## config.mk

```make
export PLATFORM = sky130hd
export DESIGN_NAME = px_row_readout
export DESIGN_NICKNAME = d
export VERILOG_FILES = /design/src/rtl/px_pkg.sv /design/src/rtl/px_row_fifo.sv /design/src/rtl/px_row_readout.sv
export SDC_FILE = /design/constraint.sdc
export NUM_CORES = 1
export LEC_CHECK = 0
export ABC_AREA = 0
export CELL_PAD_IN_SITES_DETAIL_PLACEMENT = 2
export CELL_PAD_IN_SITES_GLOBAL_PLACEMENT = 2
export CORE_MARGIN = 4
export CORE_UTILIZATION = 30
export DETAILED_ROUTE_END_ITERATION = 8
export PLACE_DENSITY_LB_ADDON = 0.1
export SETUP_SLACK_MARGIN = 0.05
export SKIP_LAST_GASP = 1
export SLEW_MARGIN = 20
export SYNTH_ARGS = -nofsm -noshare
export SYNTH_HDL_FRONTEND = slang
export SYNTH_SLANG_ARGS = --single-unit
```

## constraint.sdc

```tcl
create_clock -name clk -period 6.8 [get_ports clk]
set_input_delay 0.68 -clock clk [delete_from_list [all_inputs] [get_ports clk]]
set_output_delay 0.68 -clock clk [all_outputs]
set_load 0.005 [all_outputs]
```

## src/rtl/px_pkg.sv

```systemverilog
`default_nettype none
// ============================================================================
//  Module  : px_pkg
//  Purpose : Shared geometry, record type and FSM state encodings for the
//            pixel-array row readout path.
//  Contents: N_ROWS / N_COLS / DATA_W frame geometry, ROW_W / COL_W index
//            widths, px_t pixel code, row_rec_t buffered row record,
//            cap_state_t (capture FSM), ser_state_t (serializer FSM).
//  Revision: 1.0  initial release
// ============================================================================
package px_pkg;

  localparam int N_ROWS = 2;
  localparam int N_COLS = 2;
  localparam int DATA_W = 8;
  localparam int ROW_W  = (N_ROWS > 1) ? $clog2(N_ROWS) : 1;
  localparam int COL_W  = (N_COLS > 1) ? $clog2(N_COLS) : 1;

  typedef logic [DATA_W-1:0] px_t;

  // px[c] lines up with px_bus[c*DATA_W +: DATA_W], so the bus can be
  // stored into the record without reshuffling.
  typedef struct packed {
    logic [ROW_W-1:0]   row;
    px_t [N_COLS-1:0]   px;
  } row_rec_t;

  typedef enum logic [1:0] {
    CAP_WAIT  = 2'd0,
    CAP_COUNT = 2'd1,
    CAP_DONE  = 2'd2
  } cap_state_t;

  typedef enum logic [0:0] {
    SER_IDLE = 1'b0,
    SER_SEND = 1'b1
  } ser_state_t;

endpackage
`default_nettype wire

```

## src/rtl/px_row_fifo.sv

```systemverilog
`default_nettype none
// ============================================================================
//  Module  : px_row_fifo
//  Purpose : Small row-record FIFO with wrap-around pointers and an occupancy
//            counter. A push into a full FIFO is accepted only when a pop
//            happens in the same cycle (the pop frees the slot first);
//            otherwise the push is ignored and the contents stay unchanged.
//  Ports   : clk, rst (sync, active-low)
//            push/pushData  write side
//            pop/popData    read side, popData is the current head
//            full/empty     occupancy flags, level = entries held
//  Revision: 1.0  initial release
// ============================================================================
module px_row_fifo #(
  parameter int WIDTH = 8,
  parameter int DEPTH = 2
) (
  input  logic                           clk,
  input  logic                           rst,
  input  logic                           push,
  input  logic [WIDTH-1:0]               pushData,
  input  logic                           pop,
  output logic [WIDTH-1:0]               popData,
  output logic                           full,
  output logic                           empty,
  output logic [$clog2(DEPTH+1)-1:0]     level
);

  localparam int c_PTR_W = (DEPTH > 1) ? $clog2(DEPTH) : 1;
  localparam int c_LVL_W = $clog2(DEPTH + 1);

  logic [WIDTH-1:0]   r_mem [DEPTH];
  logic [c_PTR_W-1:0] r_wrPtr;
  logic [c_PTR_W-1:0] r_rdPtr;
  logic [c_LVL_W-1:0] r_level;
  logic               w_doPush;
  logic               w_doPop;

  function automatic logic [c_PTR_W-1:0] ptrInc(input logic [c_PTR_W-1:0] p);
    return (p == c_PTR_W'(DEPTH - 1)) ? '0 : p + c_PTR_W'(1);
  endfunction

  assign full     = (r_level == c_LVL_W'(DEPTH));
  assign empty    = (r_level == '0);
  assign level    = r_level;
  assign popData  = r_mem[r_rdPtr];
  assign w_doPop  = pop && !empty;
  assign w_doPush = push && (!full || w_doPop);

  always_ff @(posedge clk) begin
    if (w_doPush) begin
      r_mem[r_wrPtr] <= pushData;
    end
  end

  always_ff @(posedge clk) begin
    if (!rst) begin
      r_wrPtr <= '0;
      r_rdPtr <= '0;
      r_level <= '0;
    end else begin
      if (w_doPush) r_wrPtr <= ptrInc(r_wrPtr);
      if (w_doPop)  r_rdPtr <= ptrInc(r_rdPtr);
      case ({w_doPush, w_doPop})
        2'b10:   r_level <= r_level + c_LVL_W'(1);
        2'b01:   r_level <= r_level - c_LVL_W'(1);
        default: r_level <= r_level;
      endcase
    end
  end

endmodule
`default_nettype wire

```

## src/rtl/px_row_readout.sv

```systemverilog
`default_nettype none
// ============================================================================
//  Module  : px_row_readout
//  Purpose : Receiving end of the pixel-array row-read bus. Samples one row of
//            pixel codes per read window, buffers whole rows and streams them
//            out one pixel per beat on a valid/ready interface.
//  Ports   : clk, rst (sync, active-low)
//            read, row_sel, px_bus                 array side
//            out_data/out_valid/out_ready,
//            out_row, out_col, out_last            consumer side
//            overflow  sticky, a sampled row was dropped (buffer full)
//            miss      sticky, a read window closed before the sample cycle
//  Revision: 1.0  initial release
// ============================================================================
module px_row_readout
  import px_pkg::*;
#(
  parameter int SAMPLE_CYC = 2,   // 1-based read-window cycle that is sampled
  parameter int ROW_DEPTH  = 2    // buffered rows
) (
  input  logic                     clk,
  input  logic                     rst,
  input  logic                     read,
  input  logic [ROW_W-1:0]         row_sel,
  input  logic [N_COLS*DATA_W-1:0] px_bus,
  output logic [DATA_W-1:0]        out_data,
  output logic                     out_valid,
  input  logic                     out_ready,
  output logic [ROW_W-1:0]         out_row,
  output logic [COL_W-1:0]         out_col,
  output logic                     out_last,
  output logic                     overflow,
  output logic                     miss
);

  localparam int c_CNT_W = $clog2(SAMPLE_CYC + 1);
  localparam int c_LVL_W = $clog2(ROW_DEPTH + 1);

  // ---------------------------------------------------------------- capture
  cap_state_t         r_capState;
  logic [c_CNT_W-1:0] r_cnt;
  logic [ROW_W-1:0]   r_capRow;     // row_sel seen on the previous read cycle
  logic               r_pushReq;
  row_rec_t           r_pushRec;
  logic               r_overflow;
  logic               r_miss;

  logic               w_newWin;
  logic [c_CNT_W-1:0] w_cyc;
  logic               w_active;

  // A window opens on the first read cycle, or when row_sel moves while
  // read stays high; either way counting restarts from cycle 1.
  always_comb begin
    w_newWin = (r_capState == CAP_WAIT) || (row_sel != r_capRow);
    w_cyc    = w_newWin ? c_CNT_W'(1) : r_cnt + c_CNT_W'(1);
    w_active = read && (w_newWin || (r_capState == CAP_COUNT));
  end

  always_ff @(posedge clk) begin
    if (!rst) begin
      r_capState <= CAP_WAIT;
      r_cnt      <= '0;
      r_capRow   <= '0;
      r_pushReq  <= 1'b0;
      r_pushRec  <= '0;
      r_miss     <= 1'b0;
    end else begin
      r_pushReq <= 1'b0;
      if (read) begin
        r_capRow <= row_sel;
        if (w_active) begin
          r_cnt <= w_cyc;
          if (w_cyc == c_CNT_W'(SAMPLE_CYC)) begin
            r_capState    <= CAP_DONE;
            r_pushReq     <= 1'b1;
            r_pushRec.row <= row_sel;
            r_pushRec.px  <= px_bus;
          end else begin
            r_capState <= CAP_COUNT;
          end
        end
      end else begin
        if (r_capState == CAP_COUNT) r_miss <= 1'b1;
        r_capState <= CAP_WAIT;
      end
    end
  end

  // ------------------------------------------------------------- row buffer
  logic [$bits(row_rec_t)-1:0] w_headRaw;
  row_rec_t                    w_head;
  logic                        w_full;
  logic                        w_empty;
  logic [c_LVL_W-1:0]          w_level;
  logic                        w_pop;

  px_row_fifo #(
    .WIDTH ($bits(row_rec_t)),
    .DEPTH (ROW_DEPTH)
  ) u_fifo (
    .clk      (clk),
    .rst      (rst),
    .push     (r_pushReq),
    .pushData (r_pushRec),
    .pop      (w_pop),
    .popData  (w_headRaw),
    .full     (w_full),
    .empty    (w_empty),
    .level    (w_level)
  );

  assign w_head = w_headRaw;

  always_ff @(posedge clk) begin
    if (!rst) begin
      r_overflow <= 1'b0;
    end else if (r_pushReq && w_full && !w_pop) begin
      r_overflow <= 1'b1;
    end
  end

  // ------------------------------------------------------------- serializer
  // The row being sent stays at the FIFO head until its last pixel is
  // accepted, so the payload is held steady under backpressure for free.
  ser_state_t       r_serState;
  logic [COL_W-1:0] r_col;
  logic             w_lastCol;

  assign w_lastCol = (r_col == COL_W'(N_COLS - 1));
  assign w_pop     = (r_serState == SER_SEND) && out_ready && w_lastCol;

  always_ff @(posedge clk) begin
    if (!rst) begin
      r_serState <= SER_IDLE;
      r_col      <= '0;
    end else begin
      case (r_serState)
        SER_IDLE: begin
          if (!w_empty) begin
            r_serState <= SER_SEND;
            r_col      <= '0;
          end
        end
        SER_SEND: begin
          if (out_ready) begin
            if (w_lastCol) begin
              r_col <= '0;
              // Stay in SEND when another row sits behind the one popping.
              if (w_level <= c_LVL_W'(1)) r_serState <= SER_IDLE;
            end else begin
              r_col <= r_col + COL_W'(1);
            end
          end
        end
        default: r_serState <= SER_IDLE;
      endcase
    end
  end

  assign out_valid = (r_serState == SER_SEND);
  assign out_data  = out_valid ? w_head.px[r_col] : '0;
  assign out_row   = out_valid ? w_head.row : '0;
  assign out_col   = r_col;
  assign out_last  = out_valid && (w_head.row == ROW_W'(N_ROWS - 1)) && w_lastCol;
  assign overflow  = r_overflow;
  assign miss      = r_miss;

endmodule
`default_nettype wire
```

==> results of run 1 <==
synthesized netlist by cell type, types with 2 or more instances:
| cell type | instances | share of area (%) |
|---|---|---|
| buf_2 | 2 | 0.37 |
| mux4_2 | 8 | 6.7 |
| nor2_1 | 12 | 1.7 |
| nand2_1 | 35 | 4.9 |
| xnor2_1 | 2 | 0.66 |
| o311ai_0 | 2 | 0.66 |
| nand3_1 | 2 | 0.37 |
| nand2b_1 | 2 | 0.47 |
| xor2_1 | 2 | 0.66 |
| o221a_2 | 2 | 0.84 |
| dfxtp_1 | 32 | 24 |
| mux2i_1 | 19 | 7.1 |
| and2_1 | 9 | 2.1 |
| nor2b_1 | 2 | 0.47 |
| and3_1 | 2 | 0.47 |
| ha_1 | 4 | 1.9 |
| o21a_1 | 2 | 0.56 |
| edfxtp_1 | 34 | 38 |
| clkbuf_1 | 7 | 0.98 |
| inv_1 | 5 | 0.70 |
worst paths after layout:
path / startpoint / end / slack (ns) / cells after the start
hold reg to reg: r_pushRec[10] / u_fifo.r_mem[1][10] / 0.46 / 0
hold / removal: r_pushRec[10] / u_fifo.r_mem[1][10] / 0.46 / 0
setup reg to reg: out_col / u_fifo.r_mem[1][11] / 4.67 / 4
setup / recovery: flop / out_data[2] / 3.84 / 3
worst max-delay path: stages, from the launching register on:
cell             delay, ns
dfxtp_1               0.75
mux4_2                0.59
and2_1                0.17
clkdlybuf4s50_1       0.43
where the power goes:
part / total, W / internal [W] / switching (W)
registers: 0.000423 / 0.000419 / 0.00000399
logic: 0.0000373 / 0.0000207 / 0.0000166
clock network: 0.000328 / 0.000178 / 0.000150
total: 0.000788 / 0.000617 / 0.000171
cell usage in the layout, fill, tap and decap left out, types with 2 or more instances in the layout:
cell type / netlist / routed
nand2_1: 35 / 35
and2_1: 9 / 9
xnor2_1: 2 / 2
o221a_2: 2 / 2
xor2_1: 2 / 2
dfxtp_1: 32 / 32
o21a_1: 2 / 2
clkinvlp_4: 0 / 2
and3_1: 2 / 2
mux4_2: 8 / 8
nand2b_1: 2 / 2
edfxtp_1: 34 / 34
buf_4: 0 / 4
inv_1: 5 / 5
clkbuf_8: 0 / 10
clkinv_1: 1 / 2
nand3_1: 2 / 2
o311ai_0: 2 / 2
nor2_1: 12 / 12
clkdlybuf4s50_1: 0 / 34
ha_1: 4 / 4
mux2i_1: 19 / 19
nor2b_1: 2 / 2
layout make-up:
cell class	count	area (um^2)
fillers	915	5370
clock inverters	5	53.8
well taps	108	135
clock buffers	11	141
inverters	6	22.5
multi-input cells	121	928
repair buffers	38	370
flip-flops and latches	66	1660
stage by stage:
stage | instance area, um^2 | hold WS [ns]
after floorplan | 2670 | 0.425
after global placement | 3120 | 0.436
after detailed placement | 3120 | 0.447
after CTS | 3310 | 0.464
after global routing | 3310 | 0.478
final | 3310 | 0.460
registers in the layout, indices dropped and copies added, names as in the netlist, 2 cells and up, named ones only:
name and count:
r_capState 2, r_cnt 2, r_pushRec 17, u_fifo.level 2, u_fifo.r_mem 34
logic make-up after synthesis:
group                    count (synthesis)
adder cells (fa/ha/maj)                  4
multiplexers                            28
buffers and inverters                   17
AND/OR/NAND/NOR                         71
AO/OA/AOI/OAI                           13
flip-flops                              66
XOR/XNOR                                 5
routing by layer:
| layer | track usage [%] | vias up | routed length, um |
|---|---|---|---|
| met5 | 0 | - | 0 |
| met4 | 6.36 | 0 | 126 |
| met3 | 3.28 | 10 | 227 |
| met2 | 19.0 | 31 | 2610 |
| met1 | 15.7 | 812 | 2790 |
| li1 | - | 797 | - |
==> impl_metrics.yaml, run 1 <==
clock_network:
  h-tree-depth: 3
  path_clk_slew_ns: 0.08
  clockBufferDepth: 2
  numCtsBuffers: 9
  ctsHoldBuffers: 0
  cts_tree: "done"
  clk_latency_ns: 0.34
  root_buffer: "clkbuf_8"
  cts.sinks: 66
  cts_setup_buffers: 0
  cts_resized: 0
timing:
  setup_violations: 0
  fin_crit_sh_pct: 43.5
  period_minus_slack_ns: 2.96
  final.setup.tns_ns: 0
  finalHoldViolations: 0
  fin_ws_ns: 3.84
  worst_pin_slew_ns: 0.748
  fmax_mhz: 338
  relSlewSlack_pct: 50.1
  clock_skew_ns: 0.00865
  rsz0062_at_grt: "no"
  slew_violations: 0
route:
  ant_nets: 0
  drc: 0
  wl_mm: 5.75
  firstDrtPassIters: 4
  vias: 1650
  wl_per_cell_um: 16.2
  via_per_inst: 4.65
  drt_iter0_drc: 40
critical_path:
  start_kind: "flop"
  worstPathRequired_ns: 6.12
  crit_type: "reg -> out"
  crit_path_end_kind: "output port"
  cp_max_fo: 9
  arrival_ns: 2.28
global_route:
  grt_max_degree: 44
  track_usage_pct: 12.3
  grt_overflow: 0
  antenna_found_initial: 0
  grt_pass1_vias: 1786
  grt_pass1_wl_mm: 9.45
placement:
  globalplace.congestion: 0.693
  io_buffers: 34
  dpl.hpwl_mm: 3.66
  dp.cells: 339
  dp_slack_ns: 4.15
synth:
  yosysUniqueCellTypes: 39
  synth-xor-area-share_pct: 1.92
  synth_edf_count: 34
  synth_seq_cells: 66
  synth_area_per_cell_um2: 13.1
  synth-simple-area-share_pct: 12.6
  synth_fa_ha_area_share_pct: 1.87
  synthesis.area_mm2: 0.00267
  syn-instance-count: 204
  async_reset_ff_share_pct: 0
  synth_top_family_by_area: "multiplexers"
  ys.flop_type: "edfxtp_1"
  yosysWarnings: 0
  synth_mux_area_share_pct: 14.3
  synth_fp_nets: 229
  ys_seq_area_share_pct: 62.1
  synth_compound_area_share_pct: 3.84
layout:
  final_core_util_pct: 38.2
  final_nets: 267
  syn_to_final_growth_pct: 23.9
  stdcell_count: 355
  antenna_cells: 0
  layout-drive-gt1-share_pct: 12.6
die:
  dieArea_mm2: 0.0105
  die_h_um: 102
  placementRows: 34
  die_w_um: 102
  initial_core_util_pct: 30.8
  core-area_mm2: 0.00868
  pin_count: 35
outcome:
  status: "finished clean"
power:
  leakagePower_nw: 1.03
  ir_worst_vdd_v: 0.0000946
  finalPower_w: 0.000788
  p_per_area_mw_per_mm2: 238
hold_path:
  min_path_type: "reg -> reg"
job:
  drv_cap: 0
(Power assumes the default switching activity.)
==> run 2, diff against run 1 <==
==> constraint.sdc (replaced) <==
create_clock -name clk -period 2.6 [get_ports clk]
set_input_delay 0.26 -clock clk [delete_from_list [all_inputs] [get_ports clk]]
set_output_delay 0.26 -clock clk [all_outputs]
set_load 0.005 [all_outputs]
==> impl_metrics.yaml, run 2 (synthesis gave the netlist of run 1 again) <==
critical_path:
  arrival_ns: 2.07
  r2r_cells: 6
  start_kind: "flop"
  cpPeakStageDelay_ns: 0.50
  r2r_setup_slack_ns: 0.60
  crit_path_end_kind: "output port"
  r2r_end: "u_fifo.r_mem[1][2]"
  cp_max_fo: 5
  worstPathRequired_ns: 2.34
  crit_type: "reg -> out"
  crit_chain: "buf_4 -> mux4_2 -> and2_1 -> clkdlybuf4s50_1"
  r2r-start: "u_fifo.level[0]"
  worst_path_max_delay_cell: "mux4_2"
global_route:
  grt_pass1_wl_mm: 9.60
  grt_max_degree: 23
  grt_pass1_vias: 1867
  antenna_found_initial: 0
  grt_overflow: 0
  track_usage_pct: 12.3
hold_path:
  min_path_type: "reg -> reg"
  hold_path_depth: 0
  min_from: "r_pushRec[5]"
  holdPathEnd: "u_fifo.r_mem[0][5]"
route:
  maxUsedRoutingLayer: "met4"
  wl_mm: 5.81
  wl_met3_um: 259
  vias: 1659
  met1_length_mm: 2.77
  drc: 0
  wl_per_cell_um: 16.2
  firstDrtPassIters: 4
  ant_nets: 0
  drt_iter0_drc: 32
  wl_met2_mm: 2.74
  via_per_inst: 4.62
layout:
  fillers: 922
  final_nets: 271
  regMostFlops: "u_fifo.r_mem"
  layout_common_cells: "nand2_1 (35), clkdlybuf4s50_1 (34), edfxtp_1 (34), dfxtp_1 (31), mux2i_1 (19)"
  multi_input_area_um2: 928
  final_cell_area_mm2: 0.00336
  final_core_util_pct: 38.7
  largest_reg_flops: 34
  final_common_cell: "nand2_1"
  layout-drive-gt1-share_pct: 14.3
  layout.area.seq_mm2: 0.00166
  syn_to_final_growth_pct: 25.6
  reg_top3: "u_fifo.r_mem x34, r_pushRec x17"
  antenna_cells: 0
clock_network:
  cts_setup_buffers: 0
  h-tree-depth: 3
  ctsHoldBuffers: 0
  cts_resized: 0
  numCtsBuffers: 9
  cts.sinks: 66
  root_buffer: "clkbuf_8"
  clockBufferDepth: 2
  path_clk_slew_ns: 0.07
  clk_latency_ns: 0.33
  cts_tree: "done"
timing:
  relSlewSlack_pct: 71.4
  fmax_mhz: 430
  final.setup.tns_ns: 0
  worst_pin_slew_ns: 0.425
  setup_violations: 0
  rsz0062_at_grt: "no"
  fin_crit_sh_pct: 89.5
  slew_violations: 0
  clock_skew_ns: 0.00529
  finalHoldViolations: 0
  period_minus_slack_ns: 2.33
placement:
  dpl.hpwl_mm: 3.89
  io_buffers: 34
  globalplace.congestion: 0.692
  dpl_cell_area_mm2: 0.00315
power:
  p_per_area_mw_per_mm2: 631
  ir_worst_vdd_v: 0.000299
  leakagePower_nw: 1.06
job:
  drv_cap: 0
die:
  pin_count: 35
  dieArea_mm2: 0.0105
  die_h_um: 102
  initial_core_util_pct: 30.8
  die_w_um: 102
  placementRows: 34
  core-area_mm2: 0.00868
outcome:
  status: "finished clean"
[run 2: final cells by class]
cell class              count  share of cell area (%)
clock buffers              10                    3.80
clock inverters             6                    2.42
inverters                   6                   0.671
multi-input cells         121                    27.6
flip-flops and latches     66                    49.5
well taps                 108                    4.02
repair buffers             42                    11.9
[run 2: layer usage]
| metal | vias to the layer above | GRT usage [%] |
|---|---|---|
| met4 | 0 | 3.63 |
| li1 | 809 | - |
| met5 | - | 0 |
| met1 | 815 | 16.0 |
| met3 | 4 | 4.16 |
| met2 | 31 | 19.4 |
[run 2: stage by stage]
stage | instances | hold slack, ns | setup WS, ns | power (W)
6_report | 359 | 0.453 | 0.273 | 0.00212
3_3_place_gp | 343 | 0.434 | 0.491 | 0.00123
2_1_floorplan | 204 | 0.402 | 0.309 | 0.00117
3_5_place_dp | 343 | 0.444 | 0.490 | 0.00123
5_1_grt | 359 | 0.472 | 0.145 | 0.00220
4_1_cts | 359 | 0.460 | 0.0897 | 0.00216
[run 2: worst max path at each step]
| stage | cells past startpoint | slack, ns | start | endpoint |
|---|---|---|---|---|
| after detailed placement | 4 | 0.49 | flop | out_data[6] |
| final | 4 | 0.27 | flop | out_data[6] |
| after floorplan | 6 | 0.31 | u_fifo.level[0] | u_fifo.r_mem[0][0] |
| after global routing | 4 | 0.14 | flop | out_data[7] |
| after global placement | 4 | 0.49 | flop | out_data[6] |
| after CTS | 4 | 0.09 | flop | out_data[6] |
[run 2: worst max-delay path, delay by kind of cell (launching register included)]
family / cells / cell delay [ns]
AND/OR/NAND/NOR: 1 / 0.17
buffers and inverters: 2 / 0.65
multiplexers: 1 / 0.50
flip-flops: 1 / 0.42
[run 2: where the power goes]
part | total, W | switching [W] | internal [W]
Combinational | 0.000101 | 0.0000450 | 0.0000559
Clock | 0.000913 | 0.000380 | 0.000534
Sequential | 0.00110 | 0.00000824 | 0.00110
Total | 0.00212 | 0.000433 | 0.00169
